### config.mk
export PLATFORM = sky130hd
export DESIGN_NAME = ltc2308_scan
export DESIGN_NICKNAME = d
export VERILOG_FILES = /design/src/rtl/ltc2308_pkg.sv /design/src/rtl/ltc2308_frame.sv /design/src/rtl/ltc2308_scan.sv
export SDC_FILE = /design/constraint.sdc
export NUM_CORES = 1
export LEC_CHECK = 0
export CAP_MARGIN = 20
export CORE_AREA = 5 5 118 120
export CTS_CLUSTER_DIAMETER = 60
export CTS_CLUSTER_SIZE = 10
export DETAILED_ROUTE_END_ITERATION = 12
export DIE_AREA = 0 0 123 125
export GPL_ROUTABILITY_DRIVEN = 0
export SKIP_LAST_GASP = 1
export SYNTH_ARGS = -nofsm -noshare
export SYNTH_HDL_FRONTEND = slang
export SYNTH_SLANG_ARGS = --single-unit
### constraint.sdc
create_clock -name clk_50 -period 3.9 [get_ports clk_50]
set_clock_uncertainty 0.05 [all_clocks]
set_input_delay 0.78 -clock clk_50 [delete_from_list [all_inputs] [get_ports clk_50]]
set_output_delay 0.78 -clock clk_50 [all_outputs]
set_load 0.01 [all_outputs]
### src/rtl/ltc2308_pkg.sv
// rtl/ltc2308_pkg.sv - shared constants, state encoding and config-word builder for the LTC2308 scanner
//
// Purpose: widths of the ADC result and config word, bit positions of the
// LTC2308 6-bit DIN word, the scanner FSM state type and cfg_word(ch).
// Ports: none (package).
package ltc2308_pkg;

  localparam int DATA_W = 12;
  localparam int CFG_W  = 6;

  // Bit positions inside the 6-bit DIN word, shifted MSB first.
  localparam int CFG_SD  = 5;
  localparam int CFG_OS  = 4;
  localparam int CFG_S1  = 3;
  localparam int CFG_S0  = 2;
  localparam int CFG_UNI = 1;
  localparam int CFG_SLP = 0;

  typedef enum logic [1:0] {
    ST_IDLE,
    ST_CONV,
    ST_SHIFT,
    ST_STORE
  } state_t;

  // Single-ended, unipolar, no sleep. The channel bits are not in binary
  // order on the pins: O/S carries ch[0], S1 carries ch[2], S0 carries ch[1].
  function automatic logic [CFG_W-1:0] cfg_word(input logic [2:0] ch);
    logic [CFG_W-1:0] w;
    w          = '0;
    w[CFG_SD]  = 1'b1;
    w[CFG_OS]  = ch[0];
    w[CFG_S1]  = ch[2];
    w[CFG_S0]  = ch[1];
    w[CFG_UNI] = 1'b1;
    w[CFG_SLP] = 1'b0;
    return w;
  endfunction

endpackage

### src/rtl/ltc2308_frame.sv
// rtl/ltc2308_frame.sv - one 12-bit SCK/shift frame toward the LTC2308
//
// Purpose: on go, runs 24 SCK half-periods of CLK_DIV cycles each. Shifts the
// 6-bit config out on mosi (then zeros) and the 12-bit result in from miso.
// Ports:
//   clk, reset  system clock, synchronous active-high reset
//   go          one-cycle pulse in the cycle before the frame's first cycle
//   cfg         config word sent during this frame
//   miso        ADC DOUT
//   sck, mosi   SPI clock (idles low) and ADC DIN, both registered
//   done        high in the last cycle of the frame
//   rx          received word; complete from the cycle after done
module ltc2308_frame
  import ltc2308_pkg::*;
#(
  parameter int CLK_DIV = 2
) (
  input  logic              clk,
  input  logic              reset,
  input  logic              go,
  input  logic [CFG_W-1:0]  cfg,
  input  logic              miso,
  output logic              sck,
  output logic              mosi,
  output logic              done,
  output logic [DATA_W-1:0] rx
);

  localparam int         DIV_W     = (CLK_DIV > 1) ? $clog2(CLK_DIV) : 1;
  localparam logic [4:0] LAST_HALF = 5'd23;

  logic              active_q;
  logic [DIV_W-1:0]  div_q;
  logic [4:0]        half_q;
  logic              sck_q;
  logic              mosi_q;
  logic [CFG_W-1:0]  cfg_q;
  logic [DATA_W-1:0] rx_q;

  logic       div_end;
  logic [4:0] half_nx;

  assign div_end = (div_q == DIV_W'(CLK_DIV - 1));
  assign half_nx = half_q + 5'd1;
  assign done    = active_q && div_end && (half_q == LAST_HALF);

  assign sck  = sck_q;
  assign mosi = mosi_q;
  assign rx   = rx_q;

  always_ff @(posedge clk) begin
    if (reset) begin
      active_q <= 1'b0;
      div_q    <= '0;
      half_q   <= '0;
      sck_q    <= 1'b0;
      mosi_q   <= 1'b0;
      cfg_q    <= '0;
      rx_q     <= '0;
    end else if (go) begin
      // First bit must already be on DIN when cs falls.
      active_q <= 1'b1;
      div_q    <= '0;
      half_q   <= '0;
      sck_q    <= 1'b0;
      mosi_q   <= cfg[CFG_W-1];
      cfg_q    <= cfg;
    end else if (active_q) begin
      // Sample DOUT during the first cycle of each high half-period.
      if (sck_q && (div_q == '0)) begin
        rx_q <= {rx_q[DATA_W-2:0], miso};
      end
      if (div_end) begin
        div_q <= '0;
        if (half_q == LAST_HALF) begin
          active_q <= 1'b0;
          sck_q    <= 1'b0;
        end else begin
          half_q <= half_nx;
          sck_q  <= half_nx[0];
          // DIN only moves on a falling edge: bits 4..0, then zeros.
          if (!half_nx[0]) begin
            mosi_q <= (half_nx < 5'd12) ? cfg_q[3'd5 - half_nx[3:1]] : 1'b0;
          end
        end
      end else begin
        div_q <= div_q + 1'b1;
      end
    end
  end

endmodule

### src/rtl/ltc2308_scan.sv
// rtl/ltc2308_scan.sv - multi-channel LTC2308 scanner with averaging and config-pipeline tracking
//
// Purpose: drives CONVST/SPI of the LTC2308, scans channels 0..NUM_CH-1 with
// 2^AVG_LOG2 conversions each, tags results with the channel whose config
// was loaded one frame earlier, in continuous or one-shot mode.
// Ports:
//   clk_50, reset          50 MHz clock, synchronous active-high reset
//   mode_in, start         1 = continuous; else a start pulse runs one scan
//   sck, cs, mosi, miso    ADC pins (cs is CONVST)
//   readings               latest result per channel, ch0 in [11:0]
//   sample_valid/ch/data   one-cycle strobe with a finished channel result
//   scan_done              strobe alongside the last channel's result
//   busy                   high while not idle
module ltc2308_scan
  import ltc2308_pkg::*;
#(
  parameter int NUM_CH      = 3,
  parameter int CLK_DIV     = 2,
  parameter int CONV_CYCLES = 80,
  parameter int AVG_LOG2    = 0
) (
  input  logic                     clk_50,
  input  logic                     reset,
  input  logic                     mode_in,
  input  logic                     start,
  output logic                     sck,
  output logic                     cs,
  output logic                     mosi,
  input  logic                     miso,
  output logic [NUM_CH*DATA_W-1:0] readings,
  output logic                     sample_valid,
  output logic [2:0]               sample_ch,
  output logic [DATA_W-1:0]        sample_data,
  output logic                     scan_done,
  output logic                     busy
);

  localparam int NUM_SUB = 1 << AVG_LOG2;
  localparam int M       = NUM_CH * NUM_SUB;
  localparam int K_W     = 7;
  localparam int ACC_W   = DATA_W + AVG_LOG2;
  localparam int CONV_W  = $clog2(CONV_CYCLES + 1);

  state_t                   state_q, state_d;
  logic [CONV_W-1:0]        conv_cnt_q;
  logic [K_W-1:0]           k_q;       // conversion whose DOUT the current frame carries
  logic                     prime_q;   // current frame only loads config, DOUT is junk
  logic [ACC_W-1:0]         acc_q;
  logic                     cs_q;
  logic                     busy_q;
  logic [NUM_CH*DATA_W-1:0] readings_q;
  logic                     sample_valid_q;
  logic [2:0]               sample_ch_q;
  logic [DATA_W-1:0]        sample_data_q;
  logic                     scan_done_q;

  logic              conv_end, frame_go, frame_done;
  logic              first_sub, last_sub, last_conv, scan_end;
  logic [K_W-1:0]    next_k, cfg_k;
  logic [2:0]        cur_ch, cfg_ch;
  logic [ACC_W-1:0]  acc_sum;
  logic [DATA_W-1:0] frame_rx, result;

  assign conv_end  = (conv_cnt_q == CONV_W'(CONV_CYCLES - 1));
  assign frame_go  = (state_q == ST_CONV) && conv_end;
  assign cur_ch    = 3'(k_q >> AVG_LOG2);
  assign first_sub = ((k_q & K_W'(NUM_SUB - 1)) == '0);
  assign last_sub  = ((k_q & K_W'(NUM_SUB - 1)) == K_W'(NUM_SUB - 1));
  assign last_conv = (k_q == K_W'(M - 1));
  assign next_k    = last_conv ? '0 : k_q + 1'b1;
  // DIN of a frame selects the following conversion; the priming frame and
  // the last frame of a scan both load conversion 0 (channel 0).
  assign cfg_k     = prime_q ? '0 : next_k;
  assign cfg_ch    = 3'(cfg_k >> AVG_LOG2);
  assign scan_end  = (state_q == ST_STORE) && !prime_q && last_conv;
  assign acc_sum   = (first_sub ? '0 : acc_q) + ACC_W'(frame_rx);
  assign result    = DATA_W'(acc_sum >> AVG_LOG2);

  ltc2308_frame #(
    .CLK_DIV(CLK_DIV)
  ) u_frame (
    .clk  (clk_50),
    .reset(reset),
    .go   (frame_go),
    .cfg  (cfg_word(cfg_ch)),
    .miso (miso),
    .sck  (sck),
    .mosi (mosi),
    .done (frame_done),
    .rx   (frame_rx)
  );

  always_comb begin
    state_d = state_q;
    case (state_q)
      ST_IDLE:  if (mode_in || start) state_d = ST_CONV;
      ST_CONV:  if (conv_end) state_d = ST_SHIFT;
      ST_SHIFT: if (frame_done) state_d = ST_STORE;
      ST_STORE: state_d = (scan_end && !mode_in) ? ST_IDLE : ST_CONV;
      default:  state_d = ST_IDLE;
    endcase
  end

  always_ff @(posedge clk_50) begin
    if (reset) begin
      state_q        <= ST_IDLE;
      conv_cnt_q     <= '0;
      k_q            <= '0;
      prime_q        <= 1'b1;
      acc_q          <= '0;
      cs_q           <= 1'b1;
      busy_q         <= 1'b0;
      readings_q     <= '0;
      sample_valid_q <= 1'b0;
      sample_ch_q    <= '0;
      sample_data_q  <= '0;
      scan_done_q    <= 1'b0;
    end else begin
      state_q        <= state_d;
      cs_q           <= (state_d != ST_SHIFT);
      busy_q         <= (state_d != ST_IDLE);
      sample_valid_q <= 1'b0;
      scan_done_q    <= 1'b0;
      conv_cnt_q     <= ((state_q == ST_CONV) && !conv_end) ? conv_cnt_q + 1'b1 : '0;
      if (state_q == ST_STORE) begin
        if (prime_q) begin
          prime_q <= 1'b0;
        end else begin
          acc_q <= acc_sum;
          k_q   <= next_k;
          if (last_sub) begin
            readings_q[int'(cur_ch)*DATA_W +: DATA_W] <= result;
            sample_valid_q <= 1'b1;
            sample_ch_q    <= cur_ch;
            sample_data_q  <= result;
            scan_done_q    <= last_conv;
          end
        end
        // A scan restarted from IDLE finds the ADC config stale again.
        if (state_d == ST_IDLE) begin
          prime_q <= 1'b1;
        end
      end
    end
  end

  assign cs           = cs_q;
  assign busy         = busy_q;
  assign readings     = readings_q;
  assign sample_valid = sample_valid_q;
  assign sample_ch    = sample_ch_q;
  assign sample_data  = sample_data_q;
  assign scan_done    = scan_done_q;

endmodule

* Word level (Yosys, flattened, before mapping)
Cells that the tools add are included.
** Cells by class
- Add/subtract/negate cells :: 6
- Multipliers :: 1
- $lt $le $gt $ge :: 2
- Equal/unequal tests :: 9
- Shift operators :: 2
- Mux-type cells :: 24
- Bitwise operators :: 6
- Reduce and logical (&&, ||, !) cells :: 26
** Operators by type and width (number)
- bitwise mux 36 bit :: 1
- variable shift 12 x 33 -> 36 bit (first input constant) :: 1
- variable part select 12 x 33 -> 36 bit :: 1
- negator 7 -> 33 bit :: 1
- two-way mux 1 bit :: 16
- adder 7 x 1 -> 7 bit (second input constant) :: 2
- logical AND 1 bit :: 8
- one-hot mux 2 bit (4 select lines) :: 1
- == test 7 x 2 -> 1 bit (second input constant) :: 1
- == test 7 bit (second input constant) :: 1
- two-way mux 7 bit :: 1
- two-way mux 2 bit :: 3
- inequality test 2 bit (second input constant) :: 3
- inverter 1 bit :: 6
- AND reduction 3 bit :: 2
- nonzero test 2 bit :: 3
- OR reduction 2 bit :: 3
- adder 5 x 1 -> 5 bit (second input constant) :: 1
- == test 5 bit (second input constant) :: 1
- less-than comparator 5 x 4 -> 1 bit (second input constant) :: 1
- multiplier 3 x 2 -> 5 bit (second input constant) :: 1
- == test 2 bit (second input constant) :: 2
- logical NOT 2 bit :: 2
- less-than comparator 3 x 4 -> 1 bit (second input constant) :: 1
- other kinds (10) :: 13
** Word-level totals
- Flip-flop bits (word level) :: 98
- Bits of input ports :: 5
- Output and inout bits :: 57
- Logic and storage cells :: 94

* Depth between registers and ports, before layout
- Depth after elaboration :: 10
- Depth in mapped cells :: 14

* Hierarchy
Synthesis repeated with hierarchy kept, for this count alone.
** Second synthesis, totals
- Cells, all modules :: 560
- Area, all modules :: 4860.9 sq um
** By module, submodules not included
- ltc2308_scan :: times used 1, cells each 424, area each 3687.3 sq um
- ltc2308_frame :: times used 1, cells each 136, area each 1173.6 sq um

* Least setup slack after synthesis
Ideal clock, no wire load.
- Path type :: flip-flop to flip-flop
- Start :: reg k_q[1]
- End :: reg readings_q[6], in the netlist readings[6]
- Arrival :: 3.159 ns
- Slack :: 0.551 ns
- Stages on the path, launching flop included :: 14
- Path buffers :: 3
- Clock period less this slack :: 3.349 ns
- Cell sequence :: dfxtp_1 ha_1 fa_1 buf_2 xnor2_1 and2_1 ha_1 nor4_1 and3_1 buf_2 nand4_1 buf_2 a222oi_1 a311oi_1
** Between the ends
- Cells in the longest elaborated chain, start to end :: 4
- Elaborated cells on any way between the ends :: 5
** Ends and longest elaborated chain
- from (decl) :: line ltc2308_scan.sv:46 : logic [K_W-1:0] k_q;
- from (signal assigned) :: line ltc2308_scan.sv:130 : k_q <= next_k;
- multiplier 3 x 2 -> 5 bit (*) :: line ltc2308_scan.sv:132 : readings_q[int'(cur_ch)*DATA_W +: DATA_W] <= result;
- negator 7 -> 33 bit (*) :: line ltc2308_scan.sv:132
- variable part select 12 x 33 -> 36 bit or variable shift 12 x 33 -> 36 bit (tied branches) :: line ltc2308_scan.sv:132
- bitwise mux 36 bit (*) :: line ltc2308_scan.sv:132
- to (signal, indexed assignment) :: line ltc2308_scan.sv:132
- to (decl) :: line ltc2308_scan.sv:51 : logic [NUM_CH*DATA_W-1:0] readings_q;
Every way passes the cells marked *; elsewhere a longest branch is shown, timed or not.
A chain may end at the register's enable or synchronous reset.

* Final worst setup path
- Start :: reg k_q[0]
- End :: reg readings_q[2], in the netlist readings[2]
Same word-level chain as after synthesis.

==> impl_metrics.toml <==
[clock_tree]
ctsHtreeMaxLevel = 3
ctsLongestPathBuffers = 2
cts_tree = "built"
clkSinkCount = 97
cts-root-buf = "clkbuf_16"
clock_insertion_delay_worst_skew_ns = 0.35
clk_pin_slew_ns = 0.07
cts_post_setup_buffers_inserted = 0
ctsHoldBuffers = 0
cts_buffers = 9
cts_resized = 0

[cells_and_area]
final_nets = 642
num_antenna_cells = 0
drive_gt1_share_pct = 7.132
area_growth_pct = 20.97

[timing]
setup_viol_count_final = 0
fin_crit_ns = 3.471
slew_viol_final = 0
worst_pin_slew_ns = 0.8104
max_freq_mhz = 288.1
fin_tns_setup_ns = 0
final_hold_viol_count = 0
slew_headroom_pct = 45.97
rsz0062_at_grt = "false"
fin_crit_sh_pct = 89.00

[synth]
yosysSeqAreaShare_pct = 39.25
synth_xor_area_share_pct = 3.718
netlist_instances = 588
postSynthAreaPerCell_um2 = 8.414
yosysUniqueCellTypes = 75
yosysWarnings = 0
ys_async_sr_fraction_pct = 0
synth_fp_nets = 603
synth_top_family_by_area = "simple AND/OR/NAND/NOR gates"
synthSimpleGateAreaFrac_pct = 23.55
synthFlopType = "dfxtp_1"
synth_compound_area_share_pct = 16.89
synth.mux.area_fraction_pct = 8.498
ys_ff_latch = 97
synth_edf_count = 0
synthAdderAreaFrac_pct = 2.681
synth_area_mm2 = 0.004947

[status]
status = "completed"

[floorplan]
die_w_um = 123
fp.dieArea_mm2 = 0.01538
row_count = 42
core_area_mm2 = 0.01287
die_h_um = 125
start_util_pct = 38.43
io_pins = 62

[place]
hpwlAfterDp_um = 9132
portBuffers = 61

[run]
cap_viol_max_count = 0

[worst_setup_path]
critPathRequiredTime_ns = 4.13
worst_setup_path_start_kind = "flop"
cp_num_cells = 13
path_delay_family = "simple AND/OR/NAND/NOR gates"
slowest_delay_ns = 0.44
path_class = "flop to flop"
r2r-start = "k_q[0]"
path_cells = "buf_4, clkinv_1, ha_1, inv_1, nor2_1, and2_1, ha_1, nor4_1, and3_1, nand4_1, buf_4, or3_1, a21oi_1"
crit_buf_inv = 4
worstPathMaxFanout = 51
cp.arrival_ns = 3.70
crit_slowest_cell = "buf_4"
reg2reg_depth = 13
end_kind = "flop"
critPathLaunch = "k_q[0]"

[route]
avgViaCountPerCell = 5.371
wirelength_um = 12900
ant_nets = 0
wl_per_cell_um = 15.98
dr.pass1.iters = 6
vias = 4334
initialDrtViolationCount = 312
drc = 0

[global_route]
grt_pass1_wl_um = 20870
grt_antenna_before_repair = 0
grt_pass1_vias = 4113
grt_use_total_pct = 16.87
grt_max_degree = 54
overflow = 0

[min_path]
min_path_type = "flop to flop"
hp-start = "conv_cnt_q[0]"
holdPathStages = 1

[power_and_ir_drop]
p_total_w = 0.001993
vdd_drop_max_uv = 242.7
power_density_mw_per_mm2 = 332.9
p_leak_nw = 2.147
==> area by class of cell <==
cell class                      count  area, um2
Tap cell                          176      220.2
Sequential cell                    97       1942
Inverter                           18      67.56
Timing Repair Buffer               72      688.2
Clock inverter                      4      76.32
Clock buffer                       11      252.7
Fill cell                        1275       6890
Multi-Input combinational cell    429       2738
==> synthesized netlist by cell type (3+ instances only) <==
cell,count,share of area (%)
a22oi_1,4,0.61
a32oi_1,3,0.53
a31oi_1,5,0.63
a21oi_1,42,4.2
buf_2,15,1.5
and2_1,3,0.38
dfxtp_1,97,39
nand4b_1,4,0.71
nand2_1,66,5.0
xor2_1,6,1.1
nor2b_1,6,0.76
ha_1,9,2.3
a22o_1,6,1.1
inv_1,17,1.3
clkbuf_1,24,1.8
o21a_1,4,0.61
and3_1,7,0.89
nand4_1,4,0.51
nand3b_1,4,0.61
nor4_1,5,0.63
a222oi_1,3,0.61
nor3_1,10,1.0
or3_1,3,0.38
nand3_1,26,2.6
a311oi_1,5,0.89
nand2b_1,13,1.6
mux2_2,4,0.91
mux2i_1,36,7.3
xnor2_1,15,2.7
o21ai_0,20,2.0
a32o_1,5,1.0
nor2_1,67,5.1
==> layer usage <==
layer | wire [um] | global-route usage, %
met1 | 5849 | 22.61
met2 | 6179 | 27.11
met3 | 570 | 2.710
met4 | 296 | 6.515
met5 | 0 | 0
==> per-stage QoR <==
| step | worst slack (ns) | util (%) | hold slack (ns) | instance area (um2) | std cells |
|---|---|---|---|---|---|
| after floorplan | 0.5510 | - | 0.3630 | 4947 | 588 |
| after global placement | 0.6018 | 43.93 | 0.3747 | 5655 | 792 |
| after detailed placement | 0.4963 | 43.93 | 0.3891 | 5655 | 792 |
| after CTS | 0.4773 | 46.48 | 0.3997 | 5984 | 807 |
| after global routing | 0.1317 | 46.48 | 0.4182 | 5984 | 807 |
| final | 0.4292 | 46.48 | 0.3922 | 5984 | 807 |
==> sequential cells by signal, summed over array words and instances, names as in the netlist, 2 cells and up <==
signal,count
readings,36
k_q,7
conv_cnt_q,7
sample_data,12
sample_ch,3
state_q,2
u_frame.half_q,5
u_frame.rx,12
u_frame.cfg_q,4
==> worst paths after layout <==
| kind | to | slack (ns) |
|---|---|---|
| worst min register to register | conv_cnt_q[0] | 0.39 |
| worst max-delay path | readings[2] | 0.43 |
| worst min-delay path | conv_cnt_q[0] | 0.39 |
| worst max register to register | readings[2] | 0.43 |
==> cells in the final DEF (no fill, tap or decap), types with 6 or more instances in the layout <==
| master | instances |
|---|---|
| a21oi_1 | 42 |
| a22o_1 | 6 |
| and3_1 | 7 |
| buf_4 | 11 |
| clkbuf_16 | 9 |
| clkdlybuf4s50_1 | 60 |
| dfxtp_1 | 97 |
| ha_1 | 9 |
| inv_1 | 17 |
| mux2i_1 | 36 |
| nand2_1 | 66 |
| nand2b_1 | 13 |
| nand3_1 | 26 |
| nor2_1 | 67 |
| nor2b_1 | 6 |
| nor3_1 | 10 |
| o21ai_0 | 20 |
| xnor2_1 | 15 |
| xor2_1 | 6 |
==> report_power, final <==
group          total [W]  internal, W  leakage, nW  switching (W)
logic          0.0000306   0.00000928         1.21      0.0000213
registers       0.000995     0.000993        0.782     0.00000249
clock network   0.000967     0.000594        0.158       0.000373
total            0.00199      0.00160         2.15       0.000396
==> kinds of logic (layout without fill, tap and decap cells) <==
logic type,Yosys count,count (layout)
simple gates,236,236
compound gates,121,121
flops,97,97
buf+inv,62,105
mux,41,41
xor+xnor,21,21
fa+ha+maj,10,10
Power figures use the tool's default switching activity.
